==> config.mk <==
export PLATFORM = sky130hd
export DESIGN_NAME = mem_port_arbiter_flat
export DESIGN_NICKNAME = d
export VERILOG_FILES = /design/src/rtl/mips_mem_pkg.sv /design/src/rtl/mem_port_arbiter_if.sv /design/src/rtl/mem_wait_timer.sv /design/src/rtl/mem_port_arbiter.sv /design/src/flat_wrapper.sv
export SDC_FILE = /design/constraint.sdc
export NUM_CORES = 1
export LEC_CHECK = 0
export ABC_AREA = 1
export CORE_UTILIZATION = 47
export CTS_CLUSTER_DIAMETER = 120
export DETAILED_ROUTE_END_ITERATION = 7
export PLACE_DENSITY = 0.89
export SKIP_CTS_REPAIR_TIMING = 1
export SYNTH_ARGS = -nofsm -noshare
export SYNTH_HDL_FRONTEND = slang
export SYNTH_SLANG_ARGS = --single-unit
==> constraint.sdc <==
create_clock -name clk -period 2.1 [get_ports clk]
set_input_delay 0.42 -clock clk [delete_from_list [all_inputs] [get_ports clk]]
set_output_delay 0.42 -clock clk [all_outputs]
set_load 0.005 [all_outputs]
==> src/rtl/mips_mem_pkg.sv <==
// Shared types and sizes for the IF/MEM memory-port arbiter.
package mips_mem_pkg;

  typedef enum logic [1:0] {
    IDLE   = 2'd0,
    BUSY_I = 2'd1,
    BUSY_D = 2'd2
  } arb_state_t;

  localparam int unsigned WAIT_W     = 8;
  localparam int unsigned DEF_ADDR_W = 30;
  localparam int unsigned DATA_W     = 32;

endpackage

==> src/rtl/mem_port_arbiter_if.sv <==
// Requester and memory-side handshake bundle. The master view belongs to the
// arbiter (it owns the memory port and answers both requesters); the slave
// view is everything around it: fetch stage, MEM stage and the memory.
interface mem_port_arbiter_if
  import mips_mem_pkg::*;
#(
  parameter int unsigned ADDR_W = DEF_ADDR_W
) ();

  logic              i_req;
  logic [ADDR_W-1:0] i_addr;
  logic [DATA_W-1:0] i_rdata;
  logic              i_valid;

  logic              d_req;
  logic              d_wen;
  logic [ADDR_W-1:0] d_addr;
  logic [DATA_W-1:0] d_wdata;
  logic [DATA_W-1:0] d_rdata;
  logic              d_valid;

  logic              mem_req;
  logic              mem_wen;
  logic [ADDR_W-1:0] mem_addr;
  logic [DATA_W-1:0] mem_wdata;
  logic [DATA_W-1:0] mem_rdata;
  logic              mem_ack;

  modport master (
    input  i_req, i_addr, d_req, d_wen, d_addr, d_wdata, mem_rdata, mem_ack,
    output i_rdata, i_valid, d_rdata, d_valid, mem_req, mem_wen, mem_addr, mem_wdata
  );

  modport slave (
    output i_req, i_addr, d_req, d_wen, d_addr, d_wdata, mem_rdata, mem_ack,
    input  i_rdata, i_valid, d_rdata, d_valid, mem_req, mem_wen, mem_addr, mem_wdata
  );

endinterface

==> src/rtl/mem_wait_timer.sv <==
// Counts memory wait cycles of one access and flags when the limit is hit.
module mem_wait_timer
  import mips_mem_pkg::*;
#(
  parameter int unsigned TIMEOUT = 255
) (
  input  logic clk,
  input  logic rst_n,
  input  logic clr,
  input  logic en,
  output logic expired
);

  logic [WAIT_W-1:0] count;

  // Wait counter; holds at the limit so it can never wrap past it.
  always_ff @(posedge clk or negedge rst_n) begin
    if (!rst_n) begin
      count <= '0;
    end else if (clr) begin
      count <= '0;
    end else if (en && !expired) begin
      count <= count + WAIT_W'(1);
    end
  end

  assign expired = (count == WAIT_W'(TIMEOUT));

endmodule

==> src/rtl/mem_port_arbiter.sv <==
// Shares the single memory port between instruction fetch and the MEM stage.
// Data wins ties (older instruction); one access outstanding at a time.
module mem_port_arbiter
  import mips_mem_pkg::*;
#(
  parameter int unsigned ADDR_W  = DEF_ADDR_W,
  parameter int unsigned TIMEOUT = 255
) (
  input  logic               clk,
  input  logic               rst_n,
  mem_port_arbiter_if.master bus,
  output logic               stall,
  output logic               err
);

  arb_state_t        state;
  logic              mem_req_q;
  logic              mem_wen_q;
  logic [ADDR_W-1:0] mem_addr_q;
  logic [DATA_W-1:0] mem_wdata_q;
  logic [DATA_W-1:0] i_rdata_q;
  logic [DATA_W-1:0] d_rdata_q;
  logic              i_valid_q;
  logic              d_valid_q;
  logic              busy;
  logic              timer_clr;
  logic              timer_en;
  logic              expired;

  assign busy      = (state != IDLE);
  assign timer_clr = ~busy;
  assign timer_en  = busy & ~bus.mem_ack;

  mem_wait_timer #(
    .TIMEOUT (TIMEOUT)
  ) u_wait_timer (
    .clk     (clk),
    .rst_n   (rst_n),
    .clr     (timer_clr),
    .en      (timer_en),
    .expired (expired)
  );

  // Arbitration FSM with registered memory command and requester responses.
  always_ff @(posedge clk or negedge rst_n) begin
    if (!rst_n) begin
      state       <= IDLE;
      mem_req_q   <= 1'b0;
      mem_wen_q   <= 1'b0;
      mem_addr_q  <= '0;
      mem_wdata_q <= '0;
      i_rdata_q   <= '0;
      d_rdata_q   <= '0;
      i_valid_q   <= 1'b0;
      d_valid_q   <= 1'b0;
      err         <= 1'b0;
    end else begin
      i_valid_q <= 1'b0;
      d_valid_q <= 1'b0;
      case (state)
        IDLE: begin
          // A requester whose valid is high this cycle is still holding the
          // request it just got answered, so it is masked for one cycle.
          if (bus.d_req && !d_valid_q) begin
            state       <= BUSY_D;
            mem_req_q   <= 1'b1;
            mem_wen_q   <= bus.d_wen;
            mem_addr_q  <= bus.d_addr;
            mem_wdata_q <= bus.d_wdata;
          end else if (bus.i_req && !i_valid_q) begin
            state       <= BUSY_I;
            mem_req_q   <= 1'b1;
            mem_wen_q   <= 1'b0;
            mem_addr_q  <= bus.i_addr;
            mem_wdata_q <= '0;
          end
        end
        BUSY_I: begin
          if (bus.mem_ack || expired) begin
            state     <= IDLE;
            mem_req_q <= 1'b0;
            mem_wen_q <= 1'b0;
            i_valid_q <= 1'b1;
            i_rdata_q <= bus.mem_ack ? bus.mem_rdata : '0;
            if (!bus.mem_ack) err <= 1'b1;
          end
        end
        BUSY_D: begin
          if (bus.mem_ack || expired) begin
            state     <= IDLE;
            mem_req_q <= 1'b0;
            mem_wen_q <= 1'b0;
            d_valid_q <= 1'b1;
            d_rdata_q <= (bus.mem_ack && !mem_wen_q) ? bus.mem_rdata : '0;
            if (!bus.mem_ack) err <= 1'b1;
          end
        end
        default: begin
          state     <= IDLE;
          mem_req_q <= 1'b0;
          mem_wen_q <= 1'b0;
        end
      endcase
    end
  end

  assign bus.mem_req   = mem_req_q;
  assign bus.mem_wen   = mem_wen_q;
  assign bus.mem_addr  = mem_addr_q;
  assign bus.mem_wdata = mem_wdata_q;
  assign bus.i_rdata   = i_rdata_q;
  assign bus.d_rdata   = d_rdata_q;
  assign bus.i_valid   = i_valid_q;
  assign bus.d_valid   = d_valid_q;

  // Freeze the pipeline while either requester is still waiting.
  assign stall = rst_n & ((bus.i_req & ~i_valid_q) | (bus.d_req & ~d_valid_q));

endmodule
==> src/flat_wrapper.sv <==
// flat-port wrapper written by rule: the top's interface ports become plain ports
module mem_port_arbiter_flat import mips_mem_pkg::*;
#(
  parameter int unsigned ADDR_W  = DEF_ADDR_W,
  parameter int unsigned TIMEOUT = 255
)
  (clk, rst_n, stall, err, bus_i_req, bus_i_addr, bus_d_req, bus_d_wen, bus_d_addr, bus_d_wdata, bus_mem_rdata, bus_mem_ack, bus_i_rdata, bus_i_valid, bus_d_rdata, bus_d_valid, bus_mem_req, bus_mem_wen, bus_mem_addr, bus_mem_wdata);
  mem_port_arbiter_if #(.ADDR_W(ADDR_W)) bus_i ();
  input  logic clk;
  input  logic rst_n;
  output logic stall;
  output logic err;
  input wire logic [$bits(bus_i.i_req)-1:0] bus_i_req;
  input wire logic [$bits(bus_i.i_addr)-1:0] bus_i_addr;
  input wire logic [$bits(bus_i.d_req)-1:0] bus_d_req;
  input wire logic [$bits(bus_i.d_wen)-1:0] bus_d_wen;
  input wire logic [$bits(bus_i.d_addr)-1:0] bus_d_addr;
  input wire logic [$bits(bus_i.d_wdata)-1:0] bus_d_wdata;
  input wire logic [$bits(bus_i.mem_rdata)-1:0] bus_mem_rdata;
  input wire logic [$bits(bus_i.mem_ack)-1:0] bus_mem_ack;
  output wire logic [$bits(bus_i.i_rdata)-1:0] bus_i_rdata;
  output wire logic [$bits(bus_i.i_valid)-1:0] bus_i_valid;
  output wire logic [$bits(bus_i.d_rdata)-1:0] bus_d_rdata;
  output wire logic [$bits(bus_i.d_valid)-1:0] bus_d_valid;
  output wire logic [$bits(bus_i.mem_req)-1:0] bus_mem_req;
  output wire logic [$bits(bus_i.mem_wen)-1:0] bus_mem_wen;
  output wire logic [$bits(bus_i.mem_addr)-1:0] bus_mem_addr;
  output wire logic [$bits(bus_i.mem_wdata)-1:0] bus_mem_wdata;
  assign bus_i.i_req = bus_i_req;
  assign bus_i.i_addr = bus_i_addr;
  assign bus_i.d_req = bus_d_req;
  assign bus_i.d_wen = bus_d_wen;
  assign bus_i.d_addr = bus_d_addr;
  assign bus_i.d_wdata = bus_d_wdata;
  assign bus_i.mem_rdata = bus_mem_rdata;
  assign bus_i.mem_ack = bus_mem_ack;
  assign bus_i_rdata = bus_i.i_rdata;
  assign bus_i_valid = bus_i.i_valid;
  assign bus_d_rdata = bus_i.d_rdata;
  assign bus_d_valid = bus_i.d_valid;
  assign bus_mem_req = bus_i.mem_req;
  assign bus_mem_wen = bus_i.mem_wen;
  assign bus_mem_addr = bus_i.mem_addr;
  assign bus_mem_wdata = bus_i.mem_wdata;
  mem_port_arbiter #(.ADDR_W(ADDR_W), .TIMEOUT(TIMEOUT)) u_core (.clk(clk), .rst_n(rst_n), .bus(bus_i), .stall(stall), .err(err));
endmodule
After elaboration in Yosys (flattened, before gate mapping)

Cells that the tools add are included.

Flip-flop bits (word level): 141
Output and inout bits: 132

Add/sub/neg operators: 1
Mux-type cells: 22
Equal/unequal tests: 6
Reduce and logical (&&, ||, !) cells: 18
Bitwise logic cells: 8

Operator list:

| kind                                          | number |
|---|---|
| two-way mux 32 bit                            | 4 |
| two-way mux 30 bit                            | 2 |
| two-way mux 8 bit                             | 2 |
| adder 8 x 1 -> 8 bit, second input constant   | 1 |
| == test 8 bit, second input constant          | 1 |
| two-way mux 1 bit                             | 8 |
| AND reduction 2 bit                           | 4 |
| two-way mux 2 bit                             | 3 |
| AND 1 bit                                     | 4 |
| logical AND 1 bit                             | 4 |
| zero test 1 bit                               | 4 |
| one-hot mux 1 bit (2 select lines)            | 2 |
| one-hot mux 2 bit (2 select lines)            | 1 |
| nonzero test 2 bit                            | 2 |
| != test 3 x 1 -> 1 bit, second input constant | 1 |
| NOT 1 bit                                     | 3 |
| AND reduction 3 bit                           | 1 |
| == test 2 x 1 -> 1 bit, second input constant | 1 |
| == test 2 bit, second input constant          | 1 |
| zero test 2 bit                               | 1 |
| != test 2 x 1 -> 1 bit, second input constant | 1 |
| != test 2 bit, second input constant          | 1 |
| OR reduction 2 bit                            | 1 |
| logical OR 1 bit                              | 1 |
| OR 1 bit                                      | 1 |

Longest topological paths before layout

Gate-level depths: netlist (run 1).

Word-level depth: 5
Gate-level depth with buffers: 10

By module

From an unflattened synthesis (run 1), not the netlist that was laid out.

Cells, all modules: 761
Area total of the unflattened synthesis: 6307.3 um2

Modules (own cells, without submodules):

| module           | sequential area each (um2) | instances | cells an instance | area each (um2) |
|---|---|---|---|---|
| mem_port_arbiter | 3328.2                     | 1         | 691               | 5799.3 |
| mem_wait_timer   | 200.2                      | 1         | 70                | 508.0 |

Least setup slack after synthesis (run 1)

No wires, ideal clock.

Path type: reg2reg
From: register u_core.u_wait_timer.count[1]
To: register u_core.d_rdata_q[22], in the netlist u_core.bus.d_rdata[22]
Stages on the path, launching flop included: 11
Clock period less this slack: 1.457 ns
Buffers on the path: 2
Setup slack: 0.643 ns
Required time: 1.979 ns
Data arrival time: 1.335 ns
Cell sequence: dfrtp_1 > ha_1 > nand2_2 > nor2_4 > nand2_4 > nand2_4 > nand2_2 > buf_6 > buf_6 > nand2_1 > o21ai_1

Cells in the longest elaborated chain, start to end: 3

RTL lines:

| item                                 | RTL line               | RTL |
|---|---|---|
| from (decl)                          | mem_wait_timer.sv:14   | `logic [WAIT_W-1:0] count;` |
| from (signal assigned)               | mem_wait_timer.sv:23   | `count <= count + WAIT_W'(1);` |
| == test 8 bit                        | mem_wait_timer.sv:27   | `assign expired = (count == WAIT_W'(TIMEOUT));` |
| logical OR 1 bit                     | mem_port_arbiter.sv:89 | `if (bus.mem_ack \|\| expired) begin` |
| AND reduction 2 bit (no source line) | -                      |  |
| to (signal assigned)                 | mem_port_arbiter.sv:94 | `d_rdata_q <= (bus.mem_ack && !mem_wen_q) ? bus.mem_rdata : '0;` |
| to (decl)                            | mem_port_arbiter.sv:22 | `logic [DATA_W-1:0] d_rdata_q;` |

Every way passes these cells.
A chain may end at the register's enable or synchronous reset.

Final worst setup path (run 1)

From: register u_core.i_valid_q, in the netlist u_core.bus.i_valid
To: output port bus_i_valid

RTL lines:

| item                   | RTL line               | RTL |
|---|---|---|
| from (decl)            | mem_port_arbiter.sv:23 | `logic i_valid_q;` |
| from (signal assigned) | mem_port_arbiter.sv:54 | `i_valid_q <= 1'b0;` |
| from (signal assigned) | mem_port_arbiter.sv:58 | `i_valid_q <= 1'b0;` |
| from (signal assigned) | mem_port_arbiter.sv:83 | `i_valid_q <= 1'b1;` |
| to (decl)              | flat_wrapper.sv:22     | `output wire logic [$bits(bus_i.i_valid)-1:0] bus_i_valid;` |

No word-level cell between the ends.

==> impl_metrics.tcl, run 1 <==
set metrics [dict create \
    status "finished clean" \
    crit_path_end "bus_i_valid" \
    post_synth_num_cell_types 25 \
    drtIter0Drc 595 \
    setup_viol 0 \
    power_leakage_nw 4.71 \
    root_buffer "clkbuf_16" \
    r2r_cells 9 \
    rsz0062_at_grt "no" \
    crit_path_end_kind "output port" \
    synth_cells 761 \
    fp.dieW_um 118 \
    hold_ws_ns 0.101 \
    grt-ovfl-total 0 \
    post-dp-hpwl_um 12700 \
    h-tree-depth 4 \
    die_area_um2 14000 \
    cts_made_buffers 17 \
    post-place-cells 1168 \
    timing.fmax_mhz 550 \
    grt.total_usage 0.280 \
    fin_setup_tns_ns 0 \
    fin_util 0.740 \
    yosysWarnings 0 \
    fin_crit_sh 0.866 \
    path_clk_slew_ns 0.06 \
    min_period_ns 1.82 \
    first_pass_iters 5 \
    core_area_um2 13200 \
    vias 6182 \
    drv_cap 0 \
    synthArstFlopShare 1.00 \
    die_h_um 118 \
    crit_family "buffers and inverters" \
    area_growth_pct 53.9 \
    grt_max_degree 142 \
    cp.depth 1 \
    pwr-share-seq 0.349 \
    fin_cells 1200 \
    synth_edf_count 0 \
    p_per_area_nw_per_um2 1330 \
    antenna_found_initial 0 \
    drive_above_1_share 0.105 \
    crit_type "reg -> out" \
    numPortBuffers 261 \
    p_int_mw 8.64 \
    fin_area_um2 9800 \
    clk_latency_ns 0.42 \
    grt_pass1_wl_um 30700 \
    initial_core_util 0.481 \
    cts_tree "built" \
    final_common_cell "nand2_1" \
    peakVddDrop_mv 0.558 \
    worst_pin_slew_ns 0.738 \
    slowest_stage "clkdlybuf4s50_1" \
    r2r_slack_ns 0.37 \
    yosys_register_bits 141 \
    crit_chain "clkdlybuf4s50_1" \
    syn_area_per_cell_um2 8.37 \
    crit_start "u_core.bus.i_valid$_DFF_PN0_" \
    finalHoldViolCount 0 \
    skew_ns 0.00861 \
    slew-limit-headroom 0.508 \
    ys.flop_type "dfrtp_1" \
    reg2reg_from "u_core.bus.d_valid$_DFF_PN0_" \
    yosys-top-cells-area "dfrtp_1, nand2_1, nand3_1, o21ai_0, o21ai_2" \
    hp-class "in -> async" \
    cp_max_fo 2 \
    synth.yosys.seq_area_share 0.554 \
    crit_buf_inv 1 \
    drc 0 \
    final_cell_mix "nand2_1, clkdlybuf4s50_1, dfrtp_1" \
    routed_wl_um 18600 \
    netlist_area_um2 6370 \
    drt-vias-per-instance 5.15 \
    critPathLaunchType "flop" \
    rows 42 \
    maxSlewViolCount 0 \
    fin_nets 1145 \
    wl_per_cell_um 15.5 \
    max_stage_delay_ns 0.54 \
    power_frac_clock 0.221 \
    clock_sinks 141 \
    p_switching_mw 4.35 \
    diodes 0 \
    reg2reg_to "u_core.bus.mem_addr[6]$_DFFE_PN0P_" \
    ant_nets 0 \
    yosysTopAreaCellShare 0.554 \
    yosys.area.top_type "dfrtp_1" \
    crit_arrival_ns 1.40 \
    io_pins 262 \
    switching_share 0.335 \
    grt_pass1_vias 6057 \
    gp_congestion 0.817 \
    clockBufferDepth 2 \
    comb_power_share 0.429 \
    crit_required_ns 1.68 \
    synth_fp_nets 895 \
    fillCellCount 934 \
    place_area_um2 9210 \
]
-- logic make-up (layout without fill, tap and decap cells) --
kind of cell               Yosys count  in the layout  synth area share
and+or+nand+nor                    444            444             0.291
xor gates and xnor gates             2              2           0.00275
adders and majority gates            4              4           0.00786
buffers and inverters               70            333            0.0519
AOI/OAI and AO/OA                  100            100            0.0926
DFF                                141            141             0.554
-- state kept, by name (all words and copies together), names as in the netlist --
name                       cells
u_core.bus.d_rdata            32
u_core.bus.i_rdata            32
u_core.bus.mem_wdata          32
u_core.bus.mem_addr           30
u_core.u_wait_timer.count      8
u_core.state                   2
u_core.bus.d_valid             1
u_core.bus.i_valid             1
u_core.bus.mem_req             1
u_core.bus.mem_wen             1
u_core.err                     1
-- through the flow --
step           setup slack [ns]  total power [mW]
3_5_place_dp             -0.237              10.1
2_1_floorplan             0.643              6.70
4_1_cts                  -0.264              13.1
5_1_grt                   0.233              13.8
3_3_place_gp             -0.218              9.91
6_report                  0.280              13.0
-- routing by layer --
metal	wire [µm]	track usage
met5	0	0
met1	7200	0.330
met3	1670	0.0849
met2	9300	0.478
met4	427	0.111
-- power groups by stage --
| stage | Sequential (mW) | Clock, mW | Combinational (mW) |
|---|---|---|---|
| 3_5_place_dp | 4.55 | 0 | 5.56 |
| 3_3_place_gp | 4.49 | 0 | 5.42 |
| 6_report | 4.54 | 2.88 | 5.58 |
| 5_1_grt | 4.67 | 3.03 | 6.12 |
| 4_1_cts | 4.53 | 2.92 | 5.62 |
| 2_1_floorplan | 4.60 | 0 | 2.10 |
-- area by class of cell --
cell class                      instances  area, µm²  area share
Tap cell                              176        220      0.0225
Timing Repair Buffer                  281       2880       0.294
Inverter                               20       75.1     0.00766
Sequential cell                       141       3530       0.360
Multi-Input combinational cell        550       2520       0.257
Clock buffer                           20        467      0.0476
Clock inverter                         12        110      0.0112
-- how the worst min path moves through the flow --
stage | startpoint | cells after the start | end | slack, ns
CTS | rst_n | 2 | u_core.bus.mem_wdata[22]$_DFFE_PN0P_ | 0.16
global placement | u_core.bus.i_rdata[11]$_DFFE_PN0P_ | 2 | u_core.bus.i_rdata[11]$_DFFE_PN0P_ | 0.45
detailed placement | u_core.bus.i_rdata[11]$_DFFE_PN0P_ | 2 | u_core.bus.i_rdata[11]$_DFFE_PN0P_ | 0.46
floorplan | rst_n | 0 | u_core.bus.d_rdata[0]$_DFFE_PN0P_ | 0.12
global route | rst_n | 2 | u_core.bus.mem_wdata[22]$_DFFE_PN0P_ | 0.16
finish | rst_n | 2 | u_core.bus.mem_wdata[22]$_DFFE_PN0P_ | 0.10
-- synthesized netlist by cell type (3+ instances only) --
cell type	instances
o21ai_2	23
nand4_1	3
nand2_2	20
buf_1	3
o21ai_0	65
buf_2	8
nand2_1	332
inv_1	18
nor2_1	9
clkbuf_1	29
buf_4	3
ha_1	4
nand3_1	74
buf_6	6
dfrtp_1	141
o21ai_1	10
Note: power is estimated with default switching activity, not from simulation.
==> inputs of run 2 (changes only) <==
--- a/config.mk
+++ b/config.mk
@@ -6,6 +6,7 @@
 export NUM_CORES = 1
 export LEC_CHECK = 0
 export ABC_AREA = 1
+export CORE_ASPECT_RATIO = 0.7
 export CORE_UTILIZATION = 47
 export CTS_CLUSTER_DIAMETER = 120
 export DETAILED_ROUTE_END_ITERATION = 7
==> run 2 against run 1 <==
Effect of this change:
- clock power is 10% higher
- sequential power hardly changed
- first-iteration DRC count is 48% lower
- hold slack better by 0.019 ns
- count of clock-buffer cells in the layout is 1 lower
- wire length is 2.3% higher
- clock skew is 0.00092 ns higher
- cell count is 0.50% higher
- setup slack worse by 0.079 ns
- global-route usage is 0.26 points higher
==> impl_metrics.tcl, run 2 (synthesis gave the netlist of run 1 again) <==
set metrics [dict create \
    status "finished clean" \
    antenna_found_initial 0 \
    post-dp-hpwl_um 13300 \
    max_stage_delay_ns 0.50 \
    drt-vias-per-instance 5.09 \
    p_switching_mw 4.38 \
    rows 35 \
    initial_core_util 0.483 \
    hold_ws_ns 0.120 \
    grt_max_degree 142 \
    crit_arrival_ns 1.48 \
    crit_path_end_kind "output port" \
    setup_viol 0 \
    h-tree-depth 4 \
    rsz0062_at_grt "no" \
    diodes 0 \
    min_period_ns 1.90 \
    cts_made_buffers 17 \
    clockBufferDepth 2 \
    final_common_cell "nand2_1" \
    power_leakage_nw 4.69 \
    clk_latency_ns 0.41 \
    drv_cap 0 \
    drtIter0Drc 308 \
    crit_type "in -> out" \
    drive_above_1_share 0.0970 \
    slew-limit-headroom 0.489 \
    slowest_stage "clkdlybuf4s50_1" \
    fp.dieW_um 141 \
    gp_congestion 0.808 \
    crit_buf_inv 3 \
    hp-class "in -> async" \
    first_pass_iters 5 \
    grt_pass1_vias 6183 \
    timing.fmax_mhz 527 \
    grt.total_usage 0.283 \
    drc 0 \
    routed_wl_um 19000 \
    comb_power_share 0.419 \
    numPortBuffers 261 \
    io_pins 262 \
    skew_ns 0.00953 \
    fin_area_um2 9800 \
    power_frac_clock 0.239 \
    peakVddDrop_mv 0.624 \
    wl_per_cell_um 15.8 \
    critPathLaunchType "input port" \
    grt_pass1_wl_um 30500 \
    vias 6134 \
    grt-ovfl-total 0 \
    p_int_mw 8.89 \
    fin_util 0.743 \
    worst_pin_slew_ns 0.767 \
    root_buffer "clkbuf_16" \
    maxSlewViolCount 0 \
    crit_required_ns 1.68 \
    fin_crit_sh 0.904 \
    core_area_um2 13200 \
    area_growth_pct 53.8 \
    die_area_um2 14000 \
    final_cell_mix "nand2_1, clkdlybuf4s50_1, dfrtp_1" \
    fin_nets 1142 \
    cts_tree "built" \
    cp_max_fo 2 \
    crit_family "buffers and inverters" \
    switching_share 0.330 \
    crit_chain "clkdlybuf4s50_1 -> nand2_1 -> o21ai_1 -> clkinv_1 -> nor2_1 -> dlymetal6s2s_1" \
    die_h_um 99.4 \
    clock_sinks 141 \
    place_area_um2 9170 \
    path_clk_slew_ns 0.06 \
    p_per_area_nw_per_um2 1360 \
    pwr-share-seq 0.342 \
    finalHoldViolCount 0 \
    ant_nets 0 \
]
[run 2: changes by cell type in the layout (fill, tap and decap cells not counted), moves of 2 or more]
| cell | change |
|---|---|
| bufinv_16 | +3 |
| clkbuf_1 | +2 |
| inv_2 | -2 |
| buf_12 | -2 |
| clkbuf_8 | -3 |
[run 2: stage by stage]
step	setup slack, ns	instances	TNS [ns]	total power [mW]
2_1_floorplan	0.643	761	0	6.70
3_3_place_gp	-0.164	1174	-0.164	9.93
3_5_place_dp	-0.186	1174	-0.188	10.1
4_1_cts	-0.187	1206	-0.187	13.4
5_1_grt	0.0812	1206	0	14.1
6_report	0.201	1206	0	13.3
[run 2: final timing paths]
check / startpoint / slack (ns) / end / depth (start not counted)
max in group asynchronous: rst_n / 1.40 / u_core.bus.mem_wdata[17]$_DFFE_PN0P_ / 2
setup / recovery: bus_d_req / 0.20 / stall / 6
setup reg to reg: u_core.state[0]$_DFFE_PN0P_ / 0.34 / u_core.bus.mem_wdata[5]$_DFFE_PN0P_ / 6
hold / removal: rst_n / 0.12 / u_core.bus.i_rdata[8]$_DFFE_PN0P_ / 2
hold reg to reg: u_core.bus.i_rdata[16]$_DFFE_PN0P_ / 0.47 / u_core.bus.i_rdata[16]$_DFFE_PN0P_ / 2
min in group clk: u_core.bus.i_rdata[16]$_DFFE_PN0P_ / 0.47 / u_core.bus.i_rdata[16]$_DFFE_PN0P_ / 2
[run 2: worst reg2reg max path, cell delays in order, from the launching register on]
cell and delay, ns:
dfrtp_1 0.40, inv_1 0.09, ha_1 0.26, inv_2 0.21, buf_12 0.23, o21ai_0 0.32
nand2_1 0.12
[run 2: final cells by class]
type	count	area, µm²
Inverter	20	75.1
Multi-Input combinational cell	550	2510
Clock buffer	19	433
Fill cell	941	3390
Tap cell	185	231
Sequential cell	141	3530
Clock inverter	13	188
Timing Repair Buffer	278	2830
[run 2: power groups by stage]
stage	combinational [mW]	clock [mW]	sequential, mW
2_1_floorplan	2.10	0	4.60
3_3_place_gp	5.42	0	4.51
3_5_place_dp	5.56	0	4.56
4_1_cts	5.61	3.21	4.54
5_1_grt	6.08	3.32	4.68
6_report	5.56	3.17	4.54
[run 2: per-layer routing]
metal,vias up,global-route usage,part of all wire
li1,2923,-,-
met5,-,0,0
met2,217,0.486,0.50
met1,2941,0.325,0.40
met3,53,0.0780,0.065
met4,0,0.149,0.037
==> inputs of run 3 (changes only) <==
--- a/config.mk
+++ b/config.mk
@@ -8,7 +8,7 @@
 export ABC_AREA = 1
 export CORE_ASPECT_RATIO = 0.7
 export CORE_UTILIZATION = 47
-export CTS_CLUSTER_DIAMETER = 120
+export CTS_CLUSTER_DIAMETER = 40
 export DETAILED_ROUTE_END_ITERATION = 7
 export PLACE_DENSITY = 0.89
 export SKIP_CTS_REPAIR_TIMING = 1
==> results of run 3 <==
The final DEF is identical to that of run 2; final timing and power are the same.
